<file path="src/rtl/seg_pkg.sv">
// Shared widths, active-high hex font and pin polarity helpers for the 7-segment scanner.
// Latency: n/a (constants and pure functions).
// Backpressure: n/a.
package seg_pkg;

    localparam int SEG_W   = 8;
    localparam int MAX_DIG = 8;

    // Segment order {g,f,e,d,c,b,a}, 1 = lit.
    function automatic logic [6:0] hex_font(input logic [3:0] nib);
        logic [6:0] f;
        f = 7'h00;
        case (nib)
            4'h0: f = 7'h3F;
            4'h1: f = 7'h06;
            4'h2: f = 7'h5B;
            4'h3: f = 7'h4F;
            4'h4: f = 7'h66;
            4'h5: f = 7'h6D;
            4'h6: f = 7'h7D;
            4'h7: f = 7'h07;
            4'h8: f = 7'h7F;
            4'h9: f = 7'h6F;
            4'hA: f = 7'h77;
            4'hB: f = 7'h7C;
            4'hC: f = 7'h39;
            4'hD: f = 7'h5E;
            4'hE: f = 7'h79;
            4'hF: f = 7'h71;
            default: f = 7'h00;
        endcase
        return f;
    endfunction

    function automatic logic [SEG_W-1:0] seg_off(input bit act_low);
        return act_low ? {SEG_W{1'b1}} : {SEG_W{1'b0}};
    endfunction

    function automatic logic [MAX_DIG-1:0] sel_off(input bit act_low);
        return act_low ? {MAX_DIG{1'b1}} : {MAX_DIG{1'b0}};
    endfunction

endpackage

</file>
<file path="src/rtl/seg_hex_font.sv">
// Nibble + decimal point to active-high {dp,g,f,e,d,c,b,a} pattern.
// Latency: combinational.
// Backpressure: none.
module seg_hex_font
    import seg_pkg::*;
(
    input  logic [3:0]       nib,
    input  logic             dp,
    output logic [SEG_W-1:0] pat
);

    assign pat = {dp, hex_font(nib)};

endmodule

</file>
<file path="src/rtl/seg_scan_mux.sv">
// Time-multiplexed 7-segment scanner; optional brightness PWM when SEG_DIM_EN is defined.
// Latency: sel/seg registered, 1 cycle behind the scan counters; new values shown from next frame.
// Backpressure: none; upd is a fire-and-forget load strobe, last one before frame wrap wins.
module seg_scan_mux
    import seg_pkg::*;
#(
    parameter int NUM_DIG     = 6,
    parameter int CLK_DIV     = 50000,
    parameter int BLANK_CYC   = 4,
    parameter int SEL_ACT_LOW = 1,
    parameter int SEG_ACT_LOW = 1
) (
    input  logic                 clk,
    input  logic                 rst,
    input  logic                 upd,
    input  logic [4*NUM_DIG-1:0] din,
    input  logic [NUM_DIG-1:0]   dp,
    input  logic [NUM_DIG-1:0]   en_mask,
`ifdef SEG_DIM_EN
    input  logic [2:0]           bright,
`endif
    output logic [NUM_DIG-1:0]   sel,
    output logic [SEG_W-1:0]     seg,
    output logic                 frame_start
);

    localparam int DIV_W = $clog2(CLK_DIV);
    localparam int IDX_W = $clog2(NUM_DIG);

    localparam logic [DIV_W-1:0]   DIV_LAST  = DIV_W'(CLK_DIV - 1);
    localparam logic [IDX_W-1:0]   IDX_LAST  = IDX_W'(NUM_DIG - 1);
    localparam logic [DIV_W-1:0]   BLANK_END = DIV_W'(BLANK_CYC);
    localparam logic [NUM_DIG-1:0] SEL_OFF   = NUM_DIG'(sel_off(SEL_ACT_LOW != 0));
    localparam logic [SEG_W-1:0]   SEG_OFF   = seg_off(SEG_ACT_LOW != 0);

    logic [DIV_W-1:0] div_cnt;
    logic [IDX_W-1:0] dig_idx;
    logic             slot_tick;
    logic             frame_wrap;

    assign slot_tick   = (div_cnt == DIV_LAST);
    assign frame_wrap  = slot_tick && (dig_idx == IDX_LAST);
    assign frame_start = !rst && (div_cnt == '0) && (dig_idx == '0);

    always_ff @(posedge clk) begin
        if (rst) begin
            div_cnt <= '0;
            dig_idx <= '0;
        end else if (slot_tick) begin
            div_cnt <= '0;
            dig_idx <= frame_wrap ? '0 : dig_idx + 1'b1;
        end else begin
            div_cnt <= div_cnt + 1'b1;
        end
    end

    // Shadow captures every upd; display only swaps at frame wrap so a frame never tears.
    logic [NUM_DIG-1:0][3:0] shd_dat;
    logic [NUM_DIG-1:0]      shd_dp;
    logic [NUM_DIG-1:0]      shd_en;
    logic [NUM_DIG-1:0][3:0] dsp_dat;
    logic [NUM_DIG-1:0]      dsp_dp;
    logic [NUM_DIG-1:0]      dsp_en;

    always_ff @(posedge clk) begin
        if (rst) begin
            shd_dat <= '0;
            shd_dp  <= '0;
            shd_en  <= '0;
            dsp_dat <= '0;
            dsp_dp  <= '0;
            dsp_en  <= '0;
        end else begin
            if (upd) begin
                shd_dat <= din;
                shd_dp  <= dp;
                shd_en  <= en_mask;
            end
            if (frame_wrap) begin
                if (upd) begin
                    dsp_dat <= din;
                    dsp_dp  <= dp;
                    dsp_en  <= en_mask;
                end else begin
                    dsp_dat <= shd_dat;
                    dsp_dp  <= shd_dp;
                    dsp_en  <= shd_en;
                end
            end
        end
    end

    logic [3:0]       cur_nib;
    logic             cur_dp;
    logic             cur_en;
    logic [SEG_W-1:0] font_pat;

    assign cur_nib = dsp_dat[dig_idx];
    assign cur_dp  = dsp_dp[dig_idx];
    assign cur_en  = dsp_en[dig_idx];

    seg_hex_font u_font (
        .nib (cur_nib),
        .dp  (cur_dp),
        .pat (font_pat)
    );

    logic dim_on;

`ifdef SEG_DIM_EN
    // Slot split into 8 equal phases; sel only lit in phases 0..bright.
    localparam int PH_LEN = CLK_DIV / 8;
    localparam int PH_W   = $clog2(PH_LEN);
    localparam logic [PH_W-1:0] PH_LAST = PH_W'(PH_LEN - 1);

    logic [PH_W-1:0] ph_cnt;
    logic [2:0]      phase;

    always_ff @(posedge clk) begin
        if (rst || slot_tick) begin
            ph_cnt <= '0;
            phase  <= '0;
        end else if (ph_cnt == PH_LAST) begin
            ph_cnt <= '0;
            phase  <= phase + 1'b1;
        end else begin
            ph_cnt <= ph_cnt + 1'b1;
        end
    end

    assign dim_on = (phase <= bright);
`else
    assign dim_on = 1'b1;
`endif

    logic                 in_blank;
    logic                 sel_on;
    logic [NUM_DIG-1:0]   sel_hot;
    logic [SEG_W-1:0]     seg_hot;

    assign in_blank = (div_cnt < BLANK_END);
    assign sel_on   = cur_en && !in_blank && dim_on;
    assign sel_hot  = sel_on ? (NUM_DIG'(1) << dig_idx) : '0;
    // seg follows the digit from the first cycle of the slot; blanking only acts on sel.
    assign seg_hot  = cur_en ? font_pat : '0;

    always_ff @(posedge clk) begin
        if (rst) begin
            sel <= SEL_OFF;
            seg <= SEG_OFF;
        end else begin
            sel <= sel_hot ^ SEL_OFF;
            seg <= seg_hot ^ SEG_OFF;
        end
    end

endmodule

</file>
<file path="config.mk">
export PLATFORM = sky130hd
export DESIGN_NAME = seg_scan_mux
export DESIGN_NICKNAME = d
export VERILOG_FILES = /design/src/rtl/seg_pkg.sv /design/src/rtl/seg_hex_font.sv /design/src/rtl/seg_scan_mux.sv
export SDC_FILE = /design/constraint.sdc
export NUM_CORES = 1
export LEC_CHECK = 0
export ABC_AREA = 1
export CAP_MARGIN = 20
export CORE_MARGIN = 5
export CORE_UTILIZATION = 40
export CTS_CLUSTER_DIAMETER = 120
export DETAILED_ROUTE_END_ITERATION = 8
export GPL_TIMING_DRIVEN = 0
export SLEW_MARGIN = 10
export SYNTH_ARGS = -nofsm -noshare
export SYNTH_HDL_FRONTEND = slang
export SYNTH_SLANG_ARGS = --single-unit
</file>
<file path="constraint.sdc">
create_clock -name clk -period 1.82 [get_ports clk]
set_input_delay 0.364 -clock clk [delete_from_list [all_inputs] [get_ports clk]]
set_output_delay 0.364 -clock clk [all_outputs]
set_load 0.02 [all_outputs]
</file>
==> run_results.csv <==
group,metric,value,unit
run_status,outcome,"finished clean",
placed_design,portBuffers,53,
power,internal_power,3690,uW
die,placementRows,40,
placed_design,post-place-cells,899,
synthesis,synth_top_cells_by_area,"dfxtp_1 (43%), nand2_1 (11%), inv_1 (8.8%)",
sta,finalCritPeriodShare,0.975,
sta,clock_skew,0.00831,ns
route,dr_total_vias,4607,
die,floorplan.initialDensity,0.410,
cts,max_h_tree_level,3,
critical_path,worst_setup_path_start_kind,"flip-flop",
placed_design,placed_area,5640,um^2
route,vias_per_cell,4.93,
critical_path,crit_path_end_kind,"output port",
cells_and_area,layout.area.seq,2120,um^2
synthesis,syn_area_per_cell,7.04,um^2
synthesis,synth_edf_count,0,
sta,finalWorstSetupSlack,0.0462,ns
synthesis,postSynth.topFlopCell,"dfxtp_1",
synthesis,post_synth_num_cell_types,35,
flow_run,max_cap_viol_count,0,
synthesis,synth_cells,699,
route,dr.first_iter.drc_count,244,
synthesis,ys_warn_count,0,
critical_path,critPathRequiredTime,1.46,ns
critical_path,path_class,"flip-flop to output port",
hold_path,hp-class,"flip-flop to flip-flop",
global_route,grt_pass1_vias,4254,
critical_path,worst_ep_arrival_time,1.41,ns
die,fp.coreArea,12000,um^2
critical_path,ff2ff_setup_slack,0.06,ns
die,die_w,121,um
power,power.leakage,0.00257,uW
cts,cts_buffers,9,
synthesis,number_of_synthesized_register_bits,105,
sta,worst-slew-pin-transition,0.553,ns
global_route,grt_max_degree,16,
cells_and_area,flow.area_growth_from_synthesis,29.2,%
sta,grt_setup_unrepaired,"yes",
synthesis,yosysSeqAreaShare,0.427,
global_route,grt.overflow.total,0,
cts,cts_tree,"yes",
power,power.share.switching,0.212,
route,wl_per_cell,13.1,um
cells_and_area,multiInputGateArea,2370,um^2
global_route,grt_pass1_wl,20.0,mm
critical_path,crit_fanout,5,
sta,timing.slew.headroom,0.632,
cells_and_area,antenna-diode-count,0,
synthesis,synthMostInstantiatedCell,"nand2_1",
power,power_frac_seq,0.503,
die,design.die.area,14600,um^2
placed_design,pre_cts_slack,-0.878,ns
cts,insertion_delay,0.35,ns
synthesis,combined_area_of_all_synthesized_cells,4920,um^2
synthesis,async_reset_ff_frac,0,
power,irDropWorstVdd,0.437,mV
cts,tritoncts_num_sinks,105,
placed_design,routability_cong,0.871,
route,drc,0,
global_route,grt_antenna_before_repair,0,
cts,root_buffer,"clkbuf_16",
sta,max_freq,564,MHz
cells_and_area,instances_no_fill,934,
sta,timing.final.hold_violations,0,
synthesis,synth_top_area_cell,"dfxtp_1",
cells_and_area,final_design_area_excluding_fillers,6360,um^2
placed_design,post-dp-hpwl,8.87,mm
route,routed_wirelength,12.2,mm
cts,worst_setup_hold_path_clk_slew,0.07,ns
cells_and_area,nFillCells,1158,
power,power.switching,994,uW
sta,final_max_slew_viol_count,0,
cts,clock_tree.buffer_depth,2,
sta,min_period,1.77,ns
route,detail-route-antenna-nets,0,
power,power.combinational.fraction,0.066,
power,cellPowerDensity,737,nW/um^2
cells_and_area,post_route_cells_drive_above_1_share,0.137,
power,clock_power_frac,0.431,
cells_and_area,layout.nets,834,
sta,fin_worst_hold_slack,0.464,ns
die,die_y,121,um
synthesis,synth_largest_type_area_fraction,0.427,
synthesis,yosys-top-cells-count,"nand2_1 (144), inv_1 (115), dfxtp_1 (105)",
die,design.portCount,54,
cts,holdBufCountCts,0,
route,first_pass_iters,6,
synthesis,synth_nets,751,
global_route,grt_usage,0.168,
sta,setup_violations,0,
[worst max-delay path, cell delays in order (launching register included)]
cell     delay, ns
dfxtp_2       0.36
nor2_4        0.12
nand3_2       0.09
nor3_2        0.13
nand3_2       0.12
nor2_2        0.12
buf_6         0.13
[worst paths after layout]
path,startpoint,end,cells after the start
worst max-delay path,div_cnt[4],frame_start,6
worst min-delay path,dsp_en[3],dsp_en[3],2
worst max register to register,div_cnt[4],sel[4],11
worst min register to register,dsp_en[3],dsp_en[3],2
[flip-flops by register name, indices dropped and copies added, names as in the netlist]
name     flops
dsp_dat     24
shd_en       6
sel          6
div_cnt     16
shd_dat     24
seg          8
dig_idx      3
shd_dp       6
dsp_dp       6
dsp_en       6
[per-stage QoR]
step,setup TNS [ns],total power (uW),utilization
4_1_cts,-0.0204,4740,0.512
2_1_floorplan,0,2560,-
6_report,0,4690,0.529
3_3_place_gp,-20.55,2700,0.469
3_5_place_dp,-21.83,2710,0.469
5_1_grt,-0.125,4870,0.529
[cells in the final DEF (no fill, tap or decap), drive strengths merged]
master,n
buf,38
o21ai,44
clkbuf,27
o22ai,2
nand3,46
a21boi,1
o211ai,1
nor4,1
or2,5
nor3b,2
dlygate4sd2,1
clkinvlp,1
inv,118
nand2,146
xor2,4
nor2,75
dfxtp,105
nand4,43
nor3,11
a21oi,47
clkdlybuf4s50,51
clkinv,1
ha,13
bufinv,2
and2,1
nand3b,1
[power groups by stage]
stage	logic, uW	clock network [uW]	registers, uW
finish	309	2020	2360
global route	350	2160	2360
floorplan	155	0	2410
detailed placement	292	0	2410
CTS	305	2080	2360
global placement	287	0	2410
[cell families after synthesis]
kind of cell | share of synthesized area
buffers and inverters | 0.127
AOI/OAI and AO/OA | 0.101
and+or+nand+nor | 0.305
xor gates and xnor gates | 0.00712
DFF | 0.427
adders and majority gates | 0.0331
[routing by layer]
metal	up-vias	share of wire	GRT usage
met2	97	0.48	0.281
li1	2400	-	-
met1	2093	0.46	0.218
met4	0	0.016	0.0567
met3	17	0.036	0.0312
met5	-	0	0
[timing repair]
item                       4_1_cts  5_1_grt
pin swaps                        7       11
setup buffers                   15        5
gates resized for setup         43       45
setup endpoints to repair       52       54
hold endpoints to repair         0        0
[cell type report]
cell class / count / area share
Multi-Input combinational cell: 443 / 0.373
Tap cell: 147 / 0.0289
Timing Repair Buffer: 73 / 0.110
Clock buffer: 13 / 0.0378
Sequential cell: 105 / 0.333
Buffer: 31 / 0.0350
Inverter: 119 / 0.0720
Clock inverter: 3 / 0.0102
(Power assumes the default switching activity.)
